`config.mk`:
```
export PLATFORM = sky130hd
export DESIGN_NAME = display_bus_arbiter
export DESIGN_NICKNAME = d
export VERILOG_FILES = /design/src/rtl/display_bus_arbiter.sv
export SDC_FILE = /design/constraint.sdc
export NUM_CORES = 1
export LEC_CHECK = 0
export CAP_MARGIN = 30
export CORE_AREA = 2 2 125 127
export DETAILED_ROUTE_END_ITERATION = 8
export DIE_AREA = 0 0 127 129
export PLACE_DENSITY_LB_ADDON = 0.12
export SYNTH_ARGS = -nofsm -noshare
export SYNTH_HDL_FRONTEND = slang
export SYNTH_SLANG_ARGS = --single-unit
```
`constraint.sdc`:
```
create_clock -name ACLK -period 1.65 [get_ports ACLK]
set_input_delay 0.165 -clock ACLK [delete_from_list [all_inputs] [get_ports ACLK]]
set_output_delay 0.165 -clock ACLK [all_outputs]
set_load 0.01 [all_outputs]
```
`src/rtl/display_bus_arbiter.sv`:
```
// Round-robin arbiter that serialises NREQ simple req/ack ports onto one AXI4-Lite master
// port driving the seven-segment display slave (AW, then W, then B; or AR, then R).
//
// state  | meaning
// -------+----------------------------------------------------------
// S_IDLE | waiting for any req; picks next requester after rr_ptr
// S_AW   | AWVALID held with latched address until AWREADY
// S_W    | WVALID held with latched data, full strobes, until WREADY
// S_B    | BREADY high until BVALID; BRESP captured
// S_AR   | ARVALID held with latched address until ARREADY
// S_R    | RREADY high until RVALID; RDATA/RRESP captured
// S_ACK  | one-cycle ack pulse to the granted requester
module display_bus_arbiter #(
    parameter int NREQ   = 2,
    parameter int ADDR_W = 32
) (
    input  logic                   ACLK,
    input  logic                   ARESETn,
    input  logic [NREQ-1:0]        req,
    input  logic [NREQ-1:0]        req_we,
    input  logic [NREQ*ADDR_W-1:0] req_addr,
    input  logic [NREQ*32-1:0]     req_wdata,
    output logic [NREQ-1:0]        ack,
    output logic [31:0]            rsp_rdata,
    output logic [1:0]             rsp_resp,
    output logic [ADDR_W-1:0]      AWADDR,
    output logic                   AWVALID,
    output logic                   AWPROT,
    input  logic                   AWREADY,
    output logic [31:0]            WDATA,
    output logic [3:0]             WSTRB,
    output logic                   WVALID,
    input  logic                   WREADY,
    output logic                   BREADY,
    input  logic                   BVALID,
    input  logic [1:0]             BRESP,
    output logic [ADDR_W-1:0]      ARADDR,
    output logic                   ARVALID,
    output logic                   ARPROT,
    input  logic                   ARREADY,
    output logic                   RREADY,
    input  logic                   RVALID,
    input  logic [31:0]            RDATA,
    input  logic [1:0]             RRESP
);

    localparam int IW = (NREQ > 1) ? $clog2(NREQ) : 1;

    typedef enum logic [2:0] {
        S_IDLE,
        S_AW,
        S_W,
        S_B,
        S_AR,
        S_R,
        S_ACK
    } state_t;

    state_t              state_q;
    logic [IW-1:0]       rr_q;
    logic [IW-1:0]       gnt_q;
    logic [ADDR_W-1:0]   addr_q;
    logic [31:0]         wdata_q;
    logic                awvalid_q;
    logic                wvalid_q;
    logic                bready_q;
    logic                arvalid_q;
    logic                rready_q;
    logic [NREQ-1:0]     ack_q;
    logic [31:0]         rdata_q;
    logic [1:0]          resp_q;

    logic [IW-1:0]       pick_d;
    logic                found_d;

    // Search starts one past the last grant, so the last winner has lowest priority.
    always_comb begin
        pick_d  = rr_q;
        found_d = 1'b0;
        for (int k = 1; k <= NREQ; k++) begin
            if (!found_d && req[(int'(rr_q) + k) % NREQ]) begin
                found_d = 1'b1;
                pick_d  = IW'((int'(rr_q) + k) % NREQ);
            end
        end
    end

    always_ff @(posedge ACLK) begin
        if (!ARESETn) begin
            state_q   <= S_IDLE;
            rr_q      <= IW'(NREQ - 1);
            gnt_q     <= '0;
            addr_q    <= '0;
            wdata_q   <= '0;
            awvalid_q <= 1'b0;
            wvalid_q  <= 1'b0;
            bready_q  <= 1'b0;
            arvalid_q <= 1'b0;
            rready_q  <= 1'b0;
            ack_q     <= '0;
            rdata_q   <= '0;
            resp_q    <= '0;
        end else begin
            ack_q <= '0;
            case (state_q)
                S_IDLE: begin
                    if (found_d) begin
                        gnt_q   <= pick_d;
                        rr_q    <= pick_d;
                        addr_q  <= req_addr[int'(pick_d)*ADDR_W +: ADDR_W];
                        wdata_q <= req_wdata[int'(pick_d)*32 +: 32];
                        if (req_we[pick_d]) begin
                            awvalid_q <= 1'b1;
                            state_q   <= S_AW;
                        end else begin
                            arvalid_q <= 1'b1;
                            state_q   <= S_AR;
                        end
                    end
                end
                S_AW: begin
                    if (AWREADY) begin
                        awvalid_q <= 1'b0;
                        wvalid_q  <= 1'b1;
                        state_q   <= S_W;
                    end
                end
                S_W: begin
                    if (WREADY) begin
                        wvalid_q <= 1'b0;
                        bready_q <= 1'b1;
                        state_q  <= S_B;
                    end
                end
                S_B: begin
                    if (BVALID) begin
                        bready_q      <= 1'b0;
                        resp_q        <= BRESP;
                        rdata_q       <= '0;
                        ack_q[gnt_q]  <= 1'b1;
                        state_q       <= S_ACK;
                    end
                end
                S_AR: begin
                    if (ARREADY) begin
                        arvalid_q <= 1'b0;
                        rready_q  <= 1'b1;
                        state_q   <= S_R;
                    end
                end
                S_R: begin
                    if (RVALID) begin
                        rready_q      <= 1'b0;
                        rdata_q       <= RDATA;
                        resp_q        <= RRESP;
                        ack_q[gnt_q]  <= 1'b1;
                        state_q       <= S_ACK;
                    end
                end
                S_ACK: begin
                    state_q <= S_IDLE;
                end
                default: begin
                    state_q <= S_IDLE;
                end
            endcase
        end
    end

    assign ack       = ack_q;
    assign rsp_rdata = rdata_q;
    assign rsp_resp  = resp_q;
    assign AWADDR    = addr_q;
    assign AWVALID   = awvalid_q;
    assign AWPROT    = 1'b0;
    assign WDATA     = wdata_q;
    assign WSTRB     = 4'hF;
    assign WVALID    = wvalid_q;
    assign BREADY    = bready_q;
    assign ARADDR    = addr_q;
    assign ARVALID   = arvalid_q;
    assign ARPROT    = 1'b0;
    assign RREADY    = rready_q;

endmodule

```
Word level (Yosys, flattened, before mapping)
Index checks and enable logic that the tools add are counted.
{ "op_classes": {"eq_ne": 13, "order_cmp": 5, "n_mux": 48, "shift": 2, "n_reduce_logical": 18, "n_mul": 0, "div_mod_pow": 0, "bitwise_logic": 2, "addsub": 2} }
{ "op_table": {"columns": ["cell", "n"], "rows": [
  ["$shiftx A64 B7 Y32", 2],
  ["$mux W32", 2],
  ["$pmux W32 S2", 1],
  ["$mux W1", 25],
  ["$mux W3", 7],
  ["$pmux W3 S6", 1],
  ["$ne A2 B2 Y1 const B", 8],
  ["$reduce_and A3 Y1", 4],
  ["$reduce_bool A2 Y1", 6],
  ["$pmux W1 S2", 5],
  ["$mux W2", 4],
  ["$pmux W2 S2", 2],
  ["$reduce_and A4 Y1", 2],
  ["$eq A3 B2 Y1 const B", 2],
  ["$eq A3 B3 Y1 const B", 2],
  ["$lt A2 B3 Y1 const B", 2],
  ["$reduce_and A6 Y1", 1],
  ["$lt A1 B2 Y1 const B", 2],
  ["$eq A3 B1 Y1 const B", 1],
  ["$logic_not A3 Y1", 1],
  ["$add A1 B1 Y1 const B", 2],
  ["$and A1 B1 Y1 const A", 2],
  ["$logic_and A1 B1 Y1", 2],
  ["$reduce_and A2 Y1", 1],
  ["other kinds (3)", 3]
]} }
{ "word_totals": {"output_inout_bits": 143, "register_bits": 110, "mem_count": 0, "input_bits": 175, "rom_bits": 0, "ramBits": 0, "latchBits": 0} }

Logic depth before layout (Yosys ltp)
Gate-level depths: netlist (run 1).
{ "logic_depth": {"word_depth": 14, "mapped_depth": 7, "mapped_depth_nobuf": 4} }

Worst setup path before layout (run 1)
OpenSTA, ideal clock, no wires.
{ "synth_timing": {"kind": "flip-flop to flip-flop", "start": "register state_q[1]", "end": "register rdata_q[10], in the netlist rsp_rdata[10]", "path_stages_with_launch": 7, "path_slack_ns": 0.217, "path_buffers": 2, "setup_ns": 0.128, "t_arrival_ns": 1.306, "cell_sequence": "dfxtp_1 and2b_1 and3_1 buf_2 buf_2 a22oi_2 nor2_1"} }
{ "synth_between": {"elab_chain_cells": 3, "word_cells_on_any_way": 7, "cone_classes": "eq/ne: 4; mux: 1; reduce/logical: 2"} }
{ "synth_rtl": {"columns": ["item", "line_no", "rtl"], "rows": [
  ["start: declaration", "59", "state_t state_q;"],
  ["start signal: assignment", "90", "state_q <= S_IDLE;"],
  ["start signal: assignment", "114", "state_q <= S_AW;"],
  ["start signal: assignment", "117", "state_q <= S_AR;"],
  ["$eq A3 B3 Y1 / $eq A3 B2 Y1 (equally long branches)", "105", "case (state_q)"],
  ["$ne A2 B2 Y1 (no line) / $reduce_bool A2 Y1 (equally long branches)", null, null],
  ["$reduce_and A3 Y1 (no line)", null, null],
  ["end signal: assignment", "101", "rdata_q <= '0;"],
  ["end signal: assignment", "139", "rdata_q <= '0;"],
  ["end signal: assignment", "154", "rdata_q <= RDATA;"],
  ["end: declaration", "70", "logic [31:0] rdata_q;"]
]} }
Parallel ways exist; a longest one is shown, timed or not.
A chain may end at the register's enable or synchronous reset.

Worst setup path after layout (run 1)
{ "layout_timing": {"start": "register state_q[2]", "end": "register state_q[2]"} }
{ "layout_between": {"elab_chain_cells": 3, "word_cells_on_any_way": 14, "cone_classes": "eq/ne: 11; mux: 1; reduce/logical: 2"} }
{ "layout_rtl": {"columns": ["item", "line_no"], "rows": [
  ["$eq A3 B3 Y1, or another cell as far along", "105"],
  ["$ne A2 B2 Y1 (no line)", null],
  ["$reduce_and A6 Y1 (no line)", null]
]} }
Parallel ways exist; a longest one is shown, timed or not.

==> results of run 1 <==
## sequential cells by signal, indices dropped and copies added (netlist names)
register / flops
ack: 2
rsp_resp: 2
gnt_q: 1
state_q: 3
ARADDR: 32
rsp_rdata: 32
WDATA: 32
AWVALID: 1
ARVALID: 1
BREADY: 1
rr_q: 1
RREADY: 1
WVALID: 1
## final cells by class
cell class / instances / area [um2] / share of cell area (%)
clock buffers: 11 / 243 / 2.72
clock inverters: 5 / 58.8 / 0.659
inverters: 4 / 17.5 / 0.196
multi-input cells: 326 / 2550 / 28.6
flip-flops and latches: 110 / 2200 / 24.7
well taps: 188 / 235 / 2.64
repair buffers: 347 / 3620 / 40.5
## critical path: stages (launching register included)
cell and delay (ns):
dfxtp_2 0.40, and2b_1 0.23, o2bb2ai_1 0.13, a2111oi_0 0.51, a32o_1 0.23
## logic make-up after synthesis
| family | Yosys count | share of synthesized area (%) |
|---|---|---|
| AND/OR/NAND/NOR | 129 | 10.6 |
| AO/OA/AOI/OAI | 124 | 24.0 |
| flip-flops | 110 | 41.9 |
| buffers and inverters | 85 | 10.7 |
| multiplexers | 66 | 12.6 |
| other | 2 | 0.143 |
## timing repair
action / CTS / global route
hold endpoints to repair: 0 / 0
resized for setup: 1 / 2
cloned: 0 / 3
pin swaps: 0 / 1
setup buffers: 0 / 2
setup endpoints to repair: 1 / 13
## routing by layer
| metal | track usage [%] | wire length (um) | share of wire (%) | up-vias |
|---|---|---|---|---|
| li1 | - | - | - | 2360 |
| met1 | 23.0 | 6980 | 42 | 2248 |
| met2 | 34.1 | 8320 | 50 | 190 |
| met3 | 4.99 | 1200 | 7.1 | 14 |
| met4 | 6.53 | 236 | 1.4 | 0 |
| met5 | 0 | 0 | 0 | - |
## worst paths after layout
check                           depth (start not counted)       endpoint  startpoint  slack, ns
worst max-delay path                                    4     state_q[2]  state_q[2]       0.09
worst min-delay path                                    3  rsp_rdata[31]   RDATA[31]       0.44
worst max register to register                          4     state_q[2]  state_q[2]       0.09
worst min register to register                          1         ack[0]       gnt_q       0.46
## report_power, final
| group | internal [mW] | leakage [nW] | switching (mW) |
|---|---|---|---|
| logic | 4.32 | 2.32 | 3.46 |
| clock network | 1.22 | 0.142 | 0.987 |
| registers | 3.46 | 0.905 | 0.593 |
## through the flow
stage          power, mW  hold WS (ns)  setup WS, ns  util (%)
2_1_floorplan       8.32         0.237         0.217         -
3_3_place_gp        11.5         0.449       -0.0178      57.0
4_1_cts             13.9         0.437        0.0670      59.1
5_1_grt             14.9         0.450        0.0180      59.6
3_5_place_dp        11.6         0.452       -0.0863      57.0
6_report            14.0         0.444        0.0927      59.6
## placed cells by master, fill, tap and decap left out, types with 3 or more instances in the layout
master | synthesis | final
clkdlybuf4s50_1 | 0 | 311
dfxtp_1 | 110 | 108
nor2_1 | 101 | 101
mux2i_1 | 64 | 64
a211oi_2 | 40 | 41
a22oi_2 | 28 | 28
a211oi_1 | 24 | 23
buf_4 | 46 | 18
buf_12 | 0 | 16
clkbuf_16 | 0 | 11
nand2b_1 | 6 | 6
conb_1 | 2 | 6
a22oi_1 | 5 | 5
nand2_1 | 4 | 4
nor3_1 | 4 | 4
a21oi_1 | 4 | 4
nor2b_1 | 3 | 3
inv_1 | 3 | 3
==> out/results.ini, run 1 <==
[timing]
max_freq_mhz = 642
drv_slew = 0
worst_pin_slew_ns = 0.496
finClkSkew_ns = 0.00591
rsz0062_at_grt = false
layout_min_cycle_time_ns = 1.56
timing.final.hold_violations = 0
fin_crit_sh_pct = 94.4
finalSetupTns_ns = 0
relSlewSlack_pct = 66.0
setup_violations = 0

[status]
status = complete, no violations

[synthesis]
synthMostInstantiatedCell = dfxtp_1
synth-seq-cells = 110
syn_inst = 516
netlist_top_cells_count = dfxtp_1 (110), nor2_1 (101), mux2i_1 (64)
syn_area_per_cell_um2 = 10.2
syn_area_um2 = 5260
synth_area_leaders = dfxtp_1 (42%), mux2i_1 (12%), a211oi_2 (9.5%)
synth_ff_type = dfxtp_1
synth.distinct_cells = 43
synth_top_area_cell = dfxtp_1
synth-seq-area-share_pct = 41.9
synth_top_area_share_pct = 41.9
synth_warnings = 0
async_flop_share_pct = 0
synth_edf_count = 0

[placement]
dp_cells = 970
dp_hpwl_um = 12800
postPlaceCellArea_um2 = 8540
port_buffers = 311
place.gp.congestion = 0.805

[detailed_routing]
wl_per_cell_um = 16.9
dr.pass1.iters = 5
drt-initial-drc-count = 166
num_vias = 4812
drtAntennaViolNets = 0
wl_um = 16700
drc = 0
vias_per_cell = 4.86

[finish]
n_antenna_cell = 0
nets = 973
fin_area_um2 = 8930
flow.area_growth_from_synthesis_pct = 69.8
nFillCells = 1281
drive_gt1_share_pct = 16.3
final_cells = 991

[power]
cellPowerDensity_nw_per_um2 = 1570
vdd_drop_max_v = 0.000581
p_leak_nw = 3.37

[cts]
clkSlewWorstSetupHoldPaths_ns = 0.07
clk_path_buf_depth = 2
root_buffer = clkbuf_16
cts_sinks = 110
worstSkewPairLatency_ns = 0.35
ctsHoldBuffers = 0
cts_tree = done
cts.htree.levels = 3
cts_made_buffers = 9

[global_route]
grtUsageTotal_pct = 19.4
grt_pass1_wl_um = 25400
grt.overflow.total = 0
antenna_found_initial = 0
grt_pass1_vias = 4829
grt_max_degree = 43

[floorplan]
initial_core_util_pct = 35.1
die_area_um2 = 16400
rows = 45
io_pins = 318
die_h_um = 129
core_area_um2 = 15000
die_x_um = 127

[critical_path]
crit_type = flip-flop to flip-flop
crit_required_ns = 1.95
endpoint_kind = flip-flop
startpoint_type = flip-flop
cp_max_fo = 14
arrival_ns = 1.85

[worst_hold_path]
hp-class = input pin to flip-flop

[run]
max-cap-violations = 0

No activity file was read; power rests on OpenSTA's default activity.
==> inputs of run 2 (changes only) <==
CAP_MARGIN = 20   (was 30)
CELL_PAD_IN_SITES_DETAIL_PLACEMENT = 1   (was not set)
CELL_PAD_IN_SITES_GLOBAL_PLACEMENT = 1   (was not set)
CORE_AREA = not set   (was 2 2 125 127)
CORE_UTILIZATION = 27   (was not set)
DIE_AREA = not set   (was 0 0 127 129)
==> out/results.ini, run 2 (synthesis gave the netlist of run 1 again) <==
[critical_path]
r2r_slack_ns = 0.16
arrival_ns = 1.78
r2r_cells = 4
slowest_stage = a2111oi_1
critPathBufInv = 0
cp_max_fo = 6
startpoint_type = flip-flop
endpoint_kind = flip-flop
r2r-end = state_q[2]
cp_top_family = compound AO/OA/AOI/OAI gates
crit_required_ns = 1.94
max_stage_delay_ns = 0.44
crit_type = flip-flop to flip-flop
r2r-start = state_q[1]
path_cells = and2b_1, o2bb2ai_1, a2111oi_1, a32o_1

[detailed_routing]
drtAntennaViolNets = 0
drc = 0
drt-initial-drc-count = 124
vias_per_cell = 4.55
wl_um = 18400
num_vias = 4816
wl_per_cell_um = 17.4
dr.pass1.iters = 4

[floorplan]
core_area_um2 = 18900
io_pins = 318
die_area_um2 = 20000
initial_core_util_pct = 27.8
rows = 50
die_x_um = 142
die_h_um = 142

[worst_hold_path]
hp-class = input pin to flip-flop
hold_depth = 3
hp-start = RDATA[29]
min_to = rsp_rdata[29]

[timing]
drv_slew = 0
rsz0062_at_grt = false
setup_violations = 0
finClkSkew_ns = 0.00628
layout_min_cycle_time_ns = 1.49
timing.final.hold_violations = 0
timing.hold.ws_ns = 0.456
fin_crit_sh_pct = 90.4
max_freq_mhz = 670

[finish]
layout_common_cells = clkdlybuf4s50_1 (311), dfxtp_1 (107), nor2_1 (101)
fin_util_pct = 47.1
final_cells = 1058
nets = 969
n_antenna_cell = 0
nFillCells = 2057
flow.area_growth_from_synthesis_pct = 69.1
final_common_cell = clkdlybuf4s50_1
drive_gt1_share_pct = 16.0

[cts]
cts_made_buffers = 9
clkSlewWorstSetupHoldPaths_ns = 0.07
clk_path_buf_depth = 2
root_buffer = clkbuf_16
cts_setup_buffers = 0
worstSkewPairLatency_ns = 0.35
cts_tree = done
cts_sinks = 110
cts.htree.levels = 3

[power]
cellPowerDensity_nw_per_um2 = 1540
vdd_drop_max_v = 0.000579
p_leak_nw = 3.32

[status]
status = complete, no violations

[global_route]
grt_max_degree = 48
antenna_found_initial = 0
grtUsageTotal_pct = 17.8
grt_pass1_wl_um = 27600
grt_pass1_vias = 5060
grt.overflow.total = 0

[run]
max-cap-violations = 0

[placement]
port_buffers = 311
dp_cells = 1043
dp_hpwl_um = 14400
place.gp.congestion = 0.763

-- run 2: how the worst max path moves through the flow --
| stage | slack (ns) | cells after the start | end | start |
|---|---|---|---|---|
| finish | 0.16 | 4 | state_q[2] | state_q[1] |
| global route | 0.03 | 4 | state_q[2] | state_q[1] |
| CTS | 0.004 | 5 | rsp_rdata[0] | state_q[1] |
| detailed placement | -0.19 | 6 | WDATA[23] | req[1] |
| global placement | -0.13 | 6 | WDATA[23] | req[1] |
| floorplan | 0.22 | 6 | rsp_rdata[10] | state_q[1] |
-- run 2: final cells by class --
cell class	instances	area (um2)	share of cell area, %
tap	260	325	3.66
multi-input combinational	325	2540	28.6
clock buffer	10	239	2.69
inverter	4	17.5	0.197
timing repair buffer	344	3510	39.5
clock inverter	5	50.0	0.563
sequential	110	2210	24.8
-- run 2: repair_timing --
action / in CTS / in global routing
endpoints found under the setup margin: 5 / 30
gates resized for setup: 1 / 5
pin swaps: 0 / 0
hold buffers: 0 / 0
-- run 2: routing by layer --
layer	part of all wire, %	vias up	track usage, %
met5	0	-	0
met2	50	182	32.4
li1	-	2354	-
met4	1.4	0	5.72
met3	7.7	14	5.23
met1	41	2266	19.6
-- run 2: tightest hold or removal path, delay by kind of cell --
| family | cells | cell delay, ns |
|---|---|---|
| compound gates | 1 | 0.07 |
| simple gates | 1 | 0.08 |
| buf+inv | 1 | 0.45 |
-- run 2: power breakdown --
group / switching (mW) / leakage (nW) / internal, mW
clock: 1.00 / 0.148 / 1.20
sequential: 0.593 / 0.905 / 3.47
combinational: 3.43 / 2.27 / 4.03
total: 5.03 / 3.32 / 8.70
-- run 2: metrics by stage --
stage               worst slack [ns]  area (um2)  TNS [ns]  power (mW)
floorplan                      0.217        5270         0        8.32
global placement              -0.135        8590     -1.53        11.4
detailed placement            -0.186        8590     -3.65        11.7
CTS                          0.00445        8880         0        13.9
global route                  0.0309        8890         0        14.6
finish                         0.158        8890         0        13.7
==> inputs of run 3 (changes only) <==
CORE_UTILIZATION = 29   (was 27)
clock period = 1.8 ns   (was 1.65 ns; I/O delays follow)
==> out/results.ini, run 3 (synthesis gave the netlist of run 1 again) <==
[status]
status = complete, no violations

[cts]
root_buffer = clkbuf_16
clk_path_buf_depth = 2
cts_sinks = 110
ctsHoldBuffers = 0
cts_tree = done
worstSkewPairLatency_ns = 0.35
clkSlewWorstSetupHoldPaths_ns = 0.07
cts.htree.levels = 3
cts_made_buffers = 9

[power]
p_leak_nw = 3.29
switching_share_pct = 36.8
power.share.combinational_pct = 54.6
cellPowerDensity_nw_per_um2 = 1420
power_switching_mw = 4.58
p_int_mw = 7.87
clockPowerShare_pct = 15.3
vdd_drop_max_v = 0.000689
power_frac_seq_pct = 30.0

[critical_path]
crit_end = state_q[2]
r2r-end = state_q[2]
cp-startpoint = state_q[2]
r2r_slack_ns = 0.09
startpoint_type = flip-flop
crit_required_ns = 2.09
endpoint_kind = flip-flop
crit_type = flip-flop to flip-flop
cp_max_fo = 14
path_cells = nand2b_2, o2bb2ai_1, a2111oi_0, a32o_1
r2r_cells = 4
arrival_ns = 2.01
r2r-start = state_q[2]
max_stage_delay_ns = 0.61
slowest_stage = dfxtp_1

[timing]
timing.hold.ws_ns = 0.464
fin_crit_sh_pct = 95.2
finalSetupTns_ns = 0
drv_slew = 0
worst_pin_slew_ns = 0.482
max_freq_mhz = 583
layout_min_cycle_time_ns = 1.71
finClkSkew_ns = 0.00592
relSlewSlack_pct = 67.1
timing.final.hold_violations = 0
rsz0062_at_grt = true
setup_violations = 0

[finish]
nets = 962
drive_gt1_share_pct = 14.7
final_common_cell = clkdlybuf4s50_1
flow.area_growth_from_synthesis_pct = 67.1
final_cells = 1015
n_antenna_cell = 0
layout_common_cells = clkdlybuf4s50_1 (311), dfxtp_1 (109), nor2_1 (101)

[detailed_routing]
wl_per_cell_um = 17.8
drc = 0
dr.pass1.iters = 4
num_vias = 4789
drtAntennaViolNets = 0
drt-initial-drc-count = 112
wl_um = 18100
vias_per_cell = 4.72

[floorplan]
die_area_um2 = 18700
io_pins = 318
die_x_um = 137
core_area_um2 = 17500
die_h_um = 137
initial_core_util_pct = 30.1
rows = 48

[global_route]
grt.overflow.total = 0
grtUsageTotal_pct = 18.9
grt_busiest_layer = met2
antenna_found_initial = 0
met3_usage_pct = 5.70
globalRouteMet2Util_pct = 35.7
grt_pass1_vias = 5018
grt_pass1_wl_um = 27000
grt_max_degree = 45
use_met1_pct = 19.7

[placement]
place.gp.congestion = 0.780
port_buffers = 311
dp_cells = 1000
dp_hpwl_um = 14200

[worst_hold_path]
hp-class = input pin to flip-flop
hp-start = RDATA[28]

[run]
max-cap-violations = 0

==> run 3: cell count changes in the layout (fill, tap and decap cells not counted), sizes merged <==
cell,previous run,this run
buf,33,26
bufinv,1,0
clkinv,4,1
clkbuf,10,13
==> run 3: critical path: cells and delay by family (launching register included) <==
kind	cells	cell delay (ns)
AND/OR/NAND/NOR	1	0.24
AO/OA/AOI/OAI	3	0.81
flip-flops	1	0.61
==> run 3: timing repair <==
item / 4_1_cts / 5_1_grt
setup endpoints to repair: 0 / 16
resized for setup: 0 / 1
setup buffers: 0 / 1
==> run 3: final cells by class <==
| cell class | instances | area [um2] |
|---|---|---|
| Fill cell | 1894 | 8690 |
| Timing Repair Buffer | 337 | 3470 |
| Multi-Input combinational cell | 325 | 2530 |
| Sequential cell | 110 | 2200 |
| Tap cell | 225 | 282 |
| Clock buffer | 13 | 270 |
| Inverter | 4 | 17.5 |
| Clock inverter | 1 | 5.00 |
==> run 3: worst min-delay path by stage <==
| stage | endpoint | slack [ns] | depth (start not counted) |
|---|---|---|---|
| 2_1_floorplan | rr_q | 0.25 | 1 |
| 3_3_place_gp | AWVALID | 0.45 | 1 |
| 3_5_place_dp | AWVALID | 0.47 | 1 |
| 4_1_cts | rsp_rdata[28] | 0.45 | 3 |
| 5_1_grt | rsp_rdata[28] | 0.48 | 3 |
| 6_report | rsp_rdata[28] | 0.46 | 3 |
==> run 3: power by group through the flow <==
stage / combinational [mW] / sequential (mW) / clock, mW
floorplan: 3.66 / 3.97 / 0
global placement: 6.65 / 3.77 / 0
detailed placement: 6.86 / 3.81 / 0
CTS: 6.90 / 3.76 / 1.99
global route: 7.35 / 3.83 / 2.08
finish: 6.80 / 3.74 / 1.91
==> run 3: metrics by stage <==
stage	util (%)	power [mW]	setup slack, ns	area (um2)
after floorplan	-	7.63	0.367	5270
after global placement	48.6	10.4	0.00469	8500
after detailed placement	48.6	10.7	-0.0297	8500
after CTS	50.2	12.6	0.0198	8770
after global routing	50.3	13.3	-0.00820	8780
final	50.3	12.5	0.0860	8780
==> run 3: per-layer routing <==
metal	vias up	share of wire, %
met5	-	0
met3	14	8.7
li1	2335	-
met2	173	53
met4	0	1.4
met1	2267	37
